### src/rtl/weighted_sum_accumulator.sv
`default_nettype none
// ============================================================================
// Module      : weighted_sum_accumulator
// Description : Accumulates N_TILES accepted weighted sums per group and adds
//               a per-group bias. The group total is saturated to WIDTH bits
//               and held on a ready/valid output until downstream accepts it.
// Revision    : 1.0 - initial release
// ============================================================================
module weighted_sum_accumulator #(
    parameter int WIDTH     = 16,
    parameter int N_TILES   = 4,
    parameter int ACC_WIDTH = 20
) (
    input  logic             clk,
    input  logic             rst,
    input  logic             in_valid,
    output logic             in_ready,
    input  logic [WIDTH-1:0] in_sum,
    input  logic [WIDTH-1:0] bias,
    input  logic             clear,
    output logic             out_valid,
    input  logic             out_ready,
    output logic [WIDTH-1:0] out_result,
    output logic             out_sat,
    output logic [7:0]       tile_idx
);

    localparam int                   c_ACC_MIN  = WIDTH + $clog2(N_TILES + 1);
    localparam logic [7:0]           c_LAST_IDX = 8'(N_TILES - 1);
    localparam logic [ACC_WIDTH-1:0] c_RES_MAX  = {{(ACC_WIDTH-WIDTH){1'b0}}, {WIDTH{1'b1}}};

    // Reject parameter sets that could overflow the accumulator or the index.
    generate
        if ((ACC_WIDTH < c_ACC_MIN) || (N_TILES < 1) || (N_TILES > 255)) begin : g_param_check
            $error("weighted_sum_accumulator: illegal N_TILES/ACC_WIDTH combination");
        end
    endgenerate

    typedef enum logic [1:0] {
        S_IDLE  = 2'd0,
        S_ACCUM = 2'd1,
        S_DONE  = 2'd2
    } state_t;

    state_t                 r_state;
    state_t                 w_state_next;
    logic [ACC_WIDTH-1:0]   r_acc;
    logic [WIDTH-1:0]       r_bias;
    logic [7:0]             r_tile_idx;
    logic [WIDTH-1:0]       r_result;
    logic                   r_sat;

    logic                   w_load_first;
    logic                   w_add;
    logic                   w_enter_done;
    logic                   w_release;
    logic                   w_clear_grp;
    logic [ACC_WIDTH-1:0]   w_sum_ext;
    logic [ACC_WIDTH-1:0]   w_acc_next;
    logic [WIDTH-1:0]       w_bias_eff;
    logic [ACC_WIDTH-1:0]   w_total;
    logic                   w_over;

    // State register.
    always_ff @(posedge clk) begin
        if (rst) begin
            r_state <= S_IDLE;
        end else begin
            r_state <= w_state_next;
        end
    end

    // Next-state decode and per-cycle datapath controls; clear beats a beat.
    always_comb begin
        w_state_next = r_state;
        w_load_first = 1'b0;
        w_add        = 1'b0;
        w_enter_done = 1'b0;
        w_release    = 1'b0;
        w_clear_grp  = 1'b0;
        case (r_state)
            S_IDLE: begin
                if (clear) begin
                    w_clear_grp = 1'b1;
                end else if (in_valid) begin
                    w_load_first = 1'b1;
                    if (N_TILES == 1) begin
                        w_enter_done = 1'b1;
                        w_state_next = S_DONE;
                    end else begin
                        w_state_next = S_ACCUM;
                    end
                end
            end
            S_ACCUM: begin
                if (clear) begin
                    w_clear_grp  = 1'b1;
                    w_state_next = S_IDLE;
                end else if (in_valid) begin
                    w_add = 1'b1;
                    if (r_tile_idx == c_LAST_IDX) begin
                        w_enter_done = 1'b1;
                        w_state_next = S_DONE;
                    end
                end
            end
            S_DONE: begin
                if (out_ready) begin
                    w_release    = 1'b1;
                    w_state_next = S_IDLE;
                end
            end
            default: begin
                w_state_next = S_IDLE;
            end
        endcase
    end

    // Accumulator input and the group total that is formed on the last beat.
    always_comb begin
        w_sum_ext  = {{(ACC_WIDTH-WIDTH){1'b0}}, in_sum};
        w_acc_next = w_load_first ? w_sum_ext : (r_acc + w_sum_ext);
        w_bias_eff = w_load_first ? bias : r_bias;
        w_total    = w_acc_next + {{(ACC_WIDTH-WIDTH){1'b0}}, w_bias_eff};
        w_over     = (w_total > c_RES_MAX);
    end

    // Accumulator, bias capture, beat index and registered saturated result.
    always_ff @(posedge clk) begin
        if (rst) begin
            r_acc      <= '0;
            r_bias     <= '0;
            r_tile_idx <= '0;
            r_result   <= '0;
            r_sat      <= 1'b0;
        end else begin
            if (w_clear_grp || w_release) begin
                r_acc      <= '0;
                r_tile_idx <= '0;
            end else if (w_load_first || w_add) begin
                r_acc      <= w_acc_next;
                // The index counts beats of a group still in progress, so it
                // wraps to zero once the group is complete.
                r_tile_idx <= w_enter_done ? 8'd0 : (r_tile_idx + 8'd1);
            end

            if (w_load_first) begin
                r_bias <= bias;
            end

            if (w_enter_done) begin
                r_result <= w_over ? {WIDTH{1'b1}} : w_total[WIDTH-1:0];
                r_sat    <= w_over;
            end else if (w_release) begin
                r_result <= '0;
                r_sat    <= 1'b0;
            end
        end
    end

    assign in_ready   = (r_state != S_DONE);
    assign out_valid  = (r_state == S_DONE);
    assign out_result = r_result;
    assign out_sat    = r_sat;
    assign tile_idx   = r_tile_idx;

endmodule
`default_nettype wire

### config.mk
export PLATFORM = sky130hd
export DESIGN_NAME = weighted_sum_accumulator
export DESIGN_NICKNAME = d
export VERILOG_FILES = /design/src/rtl/weighted_sum_accumulator.sv
export SDC_FILE = /design/constraint.sdc
export NUM_CORES = 1
export LEC_CHECK = 0
export ABC_AREA = 1
export CORE_MARGIN = 10
export CORE_UTILIZATION = 35
export DETAILED_ROUTE_END_ITERATION = 6
export PLACE_DENSITY = 0.65
export SLEW_MARGIN = 20
export SYNTH_ARGS = -nofsm -noshare
export SYNTH_HDL_FRONTEND = slang
export SYNTH_SLANG_ARGS = --single-unit
export TNS_END_PERCENT = 10
### constraint.sdc
create_clock -name clk -period 12.8 [get_ports clk]
set_clock_uncertainty 0.15 [all_clocks]
set_input_delay 2.56 -clock clk [delete_from_list [all_inputs] [get_ports clk]]
set_output_delay 2.56 -clock clk [all_outputs]
set_load 0.05 [all_outputs]
* Word-level counts from Yosys, hierarchy flattened
Cells that the tools add are included.
** Cells by class
- Order comparisons :: 1
- Equality and inequality tests :: 9
- Reductions and logical operators :: 7
- Muxes and demuxes :: 27
- Add/sub/neg operators :: 3
** Operators with widths (number)
- 2-to-1 mux 16 bit :: 4
- adder 20 x 16 -> 20 bit :: 2
- > comparator 20 x 16 -> 1 bit (second input constant) :: 1
- 2-to-1 mux 20 bit :: 1
- 2-to-1 mux 1 bit :: 14
- 2-to-1 mux 2 bit :: 6
- adder 8 x 1 -> 8 bit (second input constant) :: 1
- == test 8 x 2 -> 1 bit (second input constant) :: 1
- 2-to-1 mux 8 bit :: 1
- inequality test 2 bit (second input constant) :: 3
- inequality test 3 bit (second input constant) :: 2
- one-hot mux 2 bit (3 select lines) :: 1
- AND reduction 5 bit :: 1
- OR reduction 2 bit :: 2
- == test 2 x 1 -> 1 bit (second input constant) :: 1
- == test 2 bit (second input constant) :: 1
- logical NOT 2 bit :: 1
- logical OR 1 bit :: 2
- inequality test 2 x 1 -> 1 bit (second input constant) :: 1
- nonzero test 2 bit :: 1
** Word-level totals
- Output and inout bits :: 27
- Flip-flop bits (word level) :: 63
- Bits of input ports :: 37
- Word-level logic and storage cells :: 53

* Depth between registers and ports, before layout
- Word-level depth :: 8
- Gate-level depth with buffers :: 29
- Gate-level depth less buffers :: 28

* Worst setup path before layout
Ideal clock, no wire load.
- Path kind :: in2reg
- Start point :: input port in_sum[0]
- End point :: register r_result[10], in the netlist out_result[10]
- Stages :: 28
- Path buffers :: 1
- Arrival :: 5600 ps
- Library setup time :: 138 ps
- Path slack :: 6913 ps
- Required time :: 12512 ps
- Cells stage by stage :: ha_1 inv_1 fa_1 inv_1 nand2_1 nand2_1 nand3_2 nand2_2 a31o_2 nand3_1 nand2_1 xnor2_1 nand2_1 o21ai_0 inv_1 ha_1 nand2_1 nor4_1 nand2_1 nand2_1 nand4_1 nand2_1 nand3_1 nor2_1 nand2_2 nand2_4 buf_8 a21oi_2
** On the way
- Word-level cells in the longest chain between the ends :: 6
** RTL lines
- start, declared :: RTL line 18 : input logic [WIDTH-1:0] in_sum,
- adder 20 x 16 -> 20 bit :: RTL line 122 : w_acc_next = w_load_first ? w_sum_ext : (r_acc + w_sum_ext);
- 2-to-1 mux 20 bit :: RTL line 122
- named net w_acc_next[14] :: RTL line 59 : logic [ACC_WIDTH-1:0] w_acc_next;
- adder 20 x 16 -> 20 bit :: RTL line 124 : w_total = w_acc_next + {{(ACC_WIDTH-WIDTH){1'b0}}, w_bias_eff};
- > comparator 20 x 16 -> 1 bit :: RTL line 125 : w_over = (w_total > c_RES_MAX);
- 2-to-1 mux 16 bit :: RTL line 152 : r_result <= w_over ? {WIDTH{1'b1}} : w_total[WIDTH-1:0];
- 2-to-1 mux 16 bit :: RTL line 151 : if (w_enter_done) begin
- end signal, assigned :: RTL line 152
- end, declared :: RTL line 50 : logic [WIDTH-1:0] r_result;
The timed path passes the listed nets, and every way through them passes these cells.
A chain may end at the register's enable or synchronous reset.

* Worst setup path in the final report
- Start point :: input port clear
- End point :: register r_result[0], in the netlist out_result[0]
** On the way
- Word-level cells in the longest chain between the ends :: 7
- Elaborated cells on any way between the ends :: 11
- Those cells by class :: 1 x add/sub; 1 x order compare; 8 x mux; 1 x reduce/logical
** RTL lines
- start, declared :: RTL line 20 : input logic clear,
- 2-to-1 mux 1 bit (*) :: RTL line 83 : if (clear) begin
- 2-to-1 mux 1 bit (*) :: RTL line 81 : case (r_state)
- 2-to-1 mux 16 bit (*)
- named net w_bias_eff[0] :: RTL line 60 : logic [WIDTH-1:0] w_bias_eff;
- adder 20 x 16 -> 20 bit (*) :: RTL line 124
- > comparator 20 x 16 -> 1 bit :: RTL line 125
- 2-to-1 mux 16 bit (*) :: RTL line 152
- 2-to-1 mux 16 bit (*) :: RTL line 151
Mark *: on every way through the listed nets, which the timed path passes. The rest lies on a longest branch.

==> summary.md <==
| Metric | Value |
|---|---|
| Startpoint type of the worst setup path | input port |
| TritonCTS Sinks | 63 |
| Setup repair after global routing missed its margin | no |
| Standard-cell rows | 41 |
| Post-synthesis cell area | 4570 µm² |
| Setup slack, reg-to-reg | 8.50 ns |
| Hold path start | out_sat$_SDFFE_PP0P_ |
| Met1 track demand over resource in global routing | 20.0% |
| Number of iterations in the first detailed-routing pass | 5 |
| Worst VDD drop | 0.0639 mV |
| Ratio of final minimum period to clock period | 52.4% |
| First element of the critical path | clear |
| Final-report setup violation count | 0 |
| Type of element capturing the critical path | flip-flop |
| FF+latch area | 1260 µm² |
| Required time at the endpoint of the critical path | 12.85 ns |
| Distinct cells, synth | 41 |
| Layout cell share with drive strength beyond 1 | 9.06% |
| Highest achievable clock rate | 149 MHz |
| Number of nets at the end of the flow | 831 |
| Overall die area | 18,000 µm² |
| TritonCTS clock tree | built |
| Vias | 4,482 |
| Number of maximum-capacitance constraint violations | 0 |
| Detailed-route wire length | 12,600 µm |
| Area of all placed cells without fillers | 5680 µm² |
| Number of I/O port buffers | 63 |
| Die span in y | 134 µm |
| Met2 capacity usage during global routing | 20.9% |
| Startpoint of the lowest-slack register-to-register path | r_state[1]$_SDFFE_PP0P_ |
| Pins Over Slew Limit | 0 |
| Most common cell after layout, fill and taps aside | sky130_fd_sc_hd__nand2_1 |
| Standard cell core area | 12,700 µm² |
| Via density per instance | 4.80 |
| Final hold viol count | 0 |
| Post-synth net total | 773 |
| Deepest clock path buffer count | 2 |
| First-pass GRT wire length | 21,300 µm |
| Multi-input combinational cell area | 2840 µm² |
| Final min period | 6.70 ns |
| Number of antenna-violating nets in the routed design | 0 |
| Routing usage on met3 | 3.36% |
| CTS Hold Buffers Added | 0 |
| Avg Inst Size Synth | 6.53 µm² |
| Overall power of the completed layout | 632 µW |
| Initial Util | 35.9% |
| Cell type of the slowest stage on the worst timing path | sky130_fd_sc_hd__nand2_1 |
| Leakage | 0.00269 µW |
| Path type of the worst min-delay path | reg -> reg |
| Post-CTS Repair Setup Buffers | 0 |
| Top cell type by total area after synthesis | sky130_fd_sc_hd__dfxtp_1 |
| Deepest level of the CTS H-tree | 3 |
| Measured slew at the worst slew-check pin | 0.842 ns |
| GRT Residual Overflow | 0 |
| Cell breakdown of the critical path | clkdlybuf4s50_1 -> nor2_1 -> nand2_1 -> nor2_1 -> inv_1 -> buf_4 -> o21ai_0 -> inv_1 -> ha_1 -> inv_1 -> fa_1 -> nand3b_1 -> nand3_1 -> nand2_1 -> nand2_1 -> nand2_1 -> nand2_1 -> nand4_1 -> nand2_1 -> nand3_1 -> nor2_1 -> nand2_2 -> nand2_4 -> a21oi_1 |
| Setup Crit Path Kind | in -> reg |
| Final hold slack | 0.333 ns |
| Pwr dens | 111 nW/µm² |
| Final TNS setup | 0 ns |
| Headroom to the max-slew limit | 43.8% |
| Cell types with the largest area share after synthesis | sky130_fd_sc_hd__dfxtp_1 28%, sky130_fd_sc_hd__nand2_1 12%, sky130_fd_sc_hd__ha_1 9.6% |
| Most numerous cell on the critical path | sky130_fd_sc_hd__nand2_1 |
| Dominant delay contributor by cell family on the critical path | simple AND/OR/NAND/NOR gates |
| Top library cells by usage in the layout, fill and taps aside | 142 x sky130_fd_sc_hd__nand2_1, 98 x sky130_fd_sc_hd__inv_1, 82 x sky130_fd_sc_hd__nor2_1 |
| Highest fanout seen on the critical path | 46 |
| Post-cts resize count | 0 |
| Post-placement cell area | 5360 µm² |
| DIE WIDTH | 134 µm |
| Final HPWL DP | 9540 µm |
| Seq/Total Area, Yosys | 27.6% |
| Synth-to-Final Area Change | 24.5% |
| Clock edge transition at the registers on the reported setup and hold paths | 0.06 ns |
| Antenna Diode Count | 0 |
| Via count of the first global-routing pass | 4,325 |
| Largest stage delay on the critical path | 0.53 ns |
| Overall routing resource usage | 14.3% |
| Initial DRC Count | 345 |
| Largest net degree at the start of global routing | 47 |
| FILL cells | 1,353 |
| Last weighted congestion value of the routability-driven placer | 0.870 |
| Clock latency at the later pin of the worst-skew pair | 0.33 ns |
| Yosys synthesis warning count | 0 |
| Status | finished, final reports clean |
| Num CTS Buffers | 9 |
| Worst path buffer plus inverter count | 5 |
| Number of antenna violations at the first check in global routing | 0 |
| Root Buffer | sky130_fd_sc_hd__clkbuf_16 |
| Final routed DRC violation total | 0 |
| Top cell type's share of synthesized area | 27.6% |
| Routed WL per cell | 13.4 µm |
| IO Count | 64 |
| Post-layout utilization of the core | 44.7% |
| Data arrival time at the worst-slack endpoint | 6.75 ns |
| Global routing's busiest layer | met2 |
| Cell count after synthesis | 699 |
| Number of flip-flops and latches in the synthesized netlist | 63 |
==> path summary, 6_finish.rpt <==
path | to | depth (start not counted)
hold / removal | out_sat$_SDFFE_PP0P_ | 2
setup / recovery | out_result[0]$_SDFFE_PP0P_ | 24
setup reg to reg | out_result[0]$_SDFFE_PP0P_ | 23
hold reg to reg | out_sat$_SDFFE_PP0P_ | 2
==> layout make-up <==
| type | instances | share of cell area [%] |
|---|---|---|
| clock inverters | 3 | 1.14 |
| clock buffers | 13 | 4.58 |
| flip-flops and latches | 63 | 22.2 |
| well taps | 172 | 3.79 |
| inverters | 101 | 6.67 |
| multi-input cells | 515 | 50.0 |
| repair buffers | 67 | 11.6 |
==> power breakdown <==
group          switching [µW]  internal (µW)  total [µW]  leakage [µW]
registers                2.57            202         205      0.000512
logic                    96.3           59.7         156       0.00202
clock network            89.8            181         271      0.000160
total                     189            443         632       0.00269
==> registers in the layout, summed over array words and instances (netlist names) <==
| name | count |
|---|---|
| out_result | 16 |
| tile_idx | 8 |
| out_sat | 1 |
| r_state | 2 |
| r_acc | 20 |
| r_bias | 16 |
==> worst register-to-register path, cell delays in order (launching register included) <==
cell and delay [ns]:
sky130_fd_sc_hd__dfxtp_1 0.32, sky130_fd_sc_hd__inv_1 0.09, sky130_fd_sc_hd__nand2_1 0.55, sky130_fd_sc_hd__nor2_1 0.12, sky130_fd_sc_hd__inv_1 0.21, sky130_fd_sc_hd__buf_4 0.43
sky130_fd_sc_hd__o21ai_0 0.20, sky130_fd_sc_hd__inv_1 0.08, sky130_fd_sc_hd__ha_1 0.16, sky130_fd_sc_hd__inv_1 0.05, sky130_fd_sc_hd__fa_1 0.38, sky130_fd_sc_hd__nand3b_1 0.17
sky130_fd_sc_hd__nand3_1 0.11, sky130_fd_sc_hd__nand2_1 0.06, sky130_fd_sc_hd__nand2_1 0.13, sky130_fd_sc_hd__nand2_1 0.07, sky130_fd_sc_hd__nand2_1 0.11, sky130_fd_sc_hd__nand4_1 0.10
sky130_fd_sc_hd__nand2_1 0.07, sky130_fd_sc_hd__nand3_1 0.07, sky130_fd_sc_hd__nor2_1 0.13, sky130_fd_sc_hd__nand2_2 0.07, sky130_fd_sc_hd__nand2_4 0.21, sky130_fd_sc_hd__a21oi_1 0.12
==> metal layers <==
metal,routed length (µm),vias up
li1,-,2378
met1,6420,1978
met2,5260,117
met3,736,9
met4,136,0
met5,0,-
==> per-stage QoR <==
stage               cells  setup slack, ns
floorplan             699             6.91
global placement      918             5.90
detailed placement    918             5.73
CTS                   934             6.08
global route          934             5.59
finish                934             6.10
==> synthesized netlist by cell type <==
| cell type | instances |
|---|---|
| sky130_fd_sc_hd__nor3_1 | 3 |
| sky130_fd_sc_hd__a21boi_0 | 4 |
| sky130_fd_sc_hd__o21a_1 | 1 |
| sky130_fd_sc_hd__nor2_2 | 4 |
| sky130_fd_sc_hd__nand3b_1 | 2 |
| sky130_fd_sc_hd__o21ai_0 | 66 |
| sky130_fd_sc_hd__nand3_2 | 3 |
| sky130_fd_sc_hd__a31oi_1 | 2 |
| sky130_fd_sc_hd__fa_1 | 2 |
| sky130_fd_sc_hd__clkbuf_1 | 17 |
| sky130_fd_sc_hd__a32o_1 | 1 |
| sky130_fd_sc_hd__nand2_1 | 142 |
| sky130_fd_sc_hd__o211ai_1 | 1 |
| sky130_fd_sc_hd__buf_1 | 2 |
| sky130_fd_sc_hd__o21bai_1 | 7 |
| sky130_fd_sc_hd__a22oi_1 | 1 |
| sky130_fd_sc_hd__inv_2 | 2 |
| sky130_fd_sc_hd__nor3b_1 | 2 |
| sky130_fd_sc_hd__xnor2_1 | 6 |
| sky130_fd_sc_hd__nor4_1 | 1 |
| sky130_fd_sc_hd__o2bb2ai_1 | 1 |
| sky130_fd_sc_hd__a21oi_2 | 12 |
| sky130_fd_sc_hd__a21oi_1 | 63 |
| sky130_fd_sc_hd__o31ai_1 | 1 |
| sky130_fd_sc_hd__inv_1 | 98 |
| sky130_fd_sc_hd__nand2_4 | 1 |
| sky130_fd_sc_hd__buf_8 | 1 |
| sky130_fd_sc_hd__nand4_1 | 6 |
| sky130_fd_sc_hd__dfxtp_1 | 63 |
| sky130_fd_sc_hd__nand2_2 | 6 |
| sky130_fd_sc_hd__and3_1 | 1 |
| sky130_fd_sc_hd__ha_1 | 35 |
| sky130_fd_sc_hd__clkinv_1 | 1 |
| sky130_fd_sc_hd__a22o_1 | 1 |
| sky130_fd_sc_hd__nor2_4 | 1 |
| sky130_fd_sc_hd__xor2_1 | 11 |
| sky130_fd_sc_hd__or2_1 | 1 |
| sky130_fd_sc_hd__a31o_2 | 1 |
| sky130_fd_sc_hd__or2_2 | 20 |
| sky130_fd_sc_hd__nor2_1 | 83 |
| sky130_fd_sc_hd__nand3_1 | 23 |
==> kinds of logic (layout without fill, tap and decap cells) <==
family / after synthesis / in the layout / share of synthesized area [%]
AOI/OAI and AO/OA: 162 / 162 / 20.0
xor gates and xnor gates: 17 / 17 / 3.26
adders and majority gates: 37 / 37 / 10.5
buffers and inverters: 121 / 184 / 10.2
DFF: 63 / 63 / 27.6
and+or+nand+nor: 299 / 299 / 28.5
No activity file was read; power rests on OpenSTA's default activity.
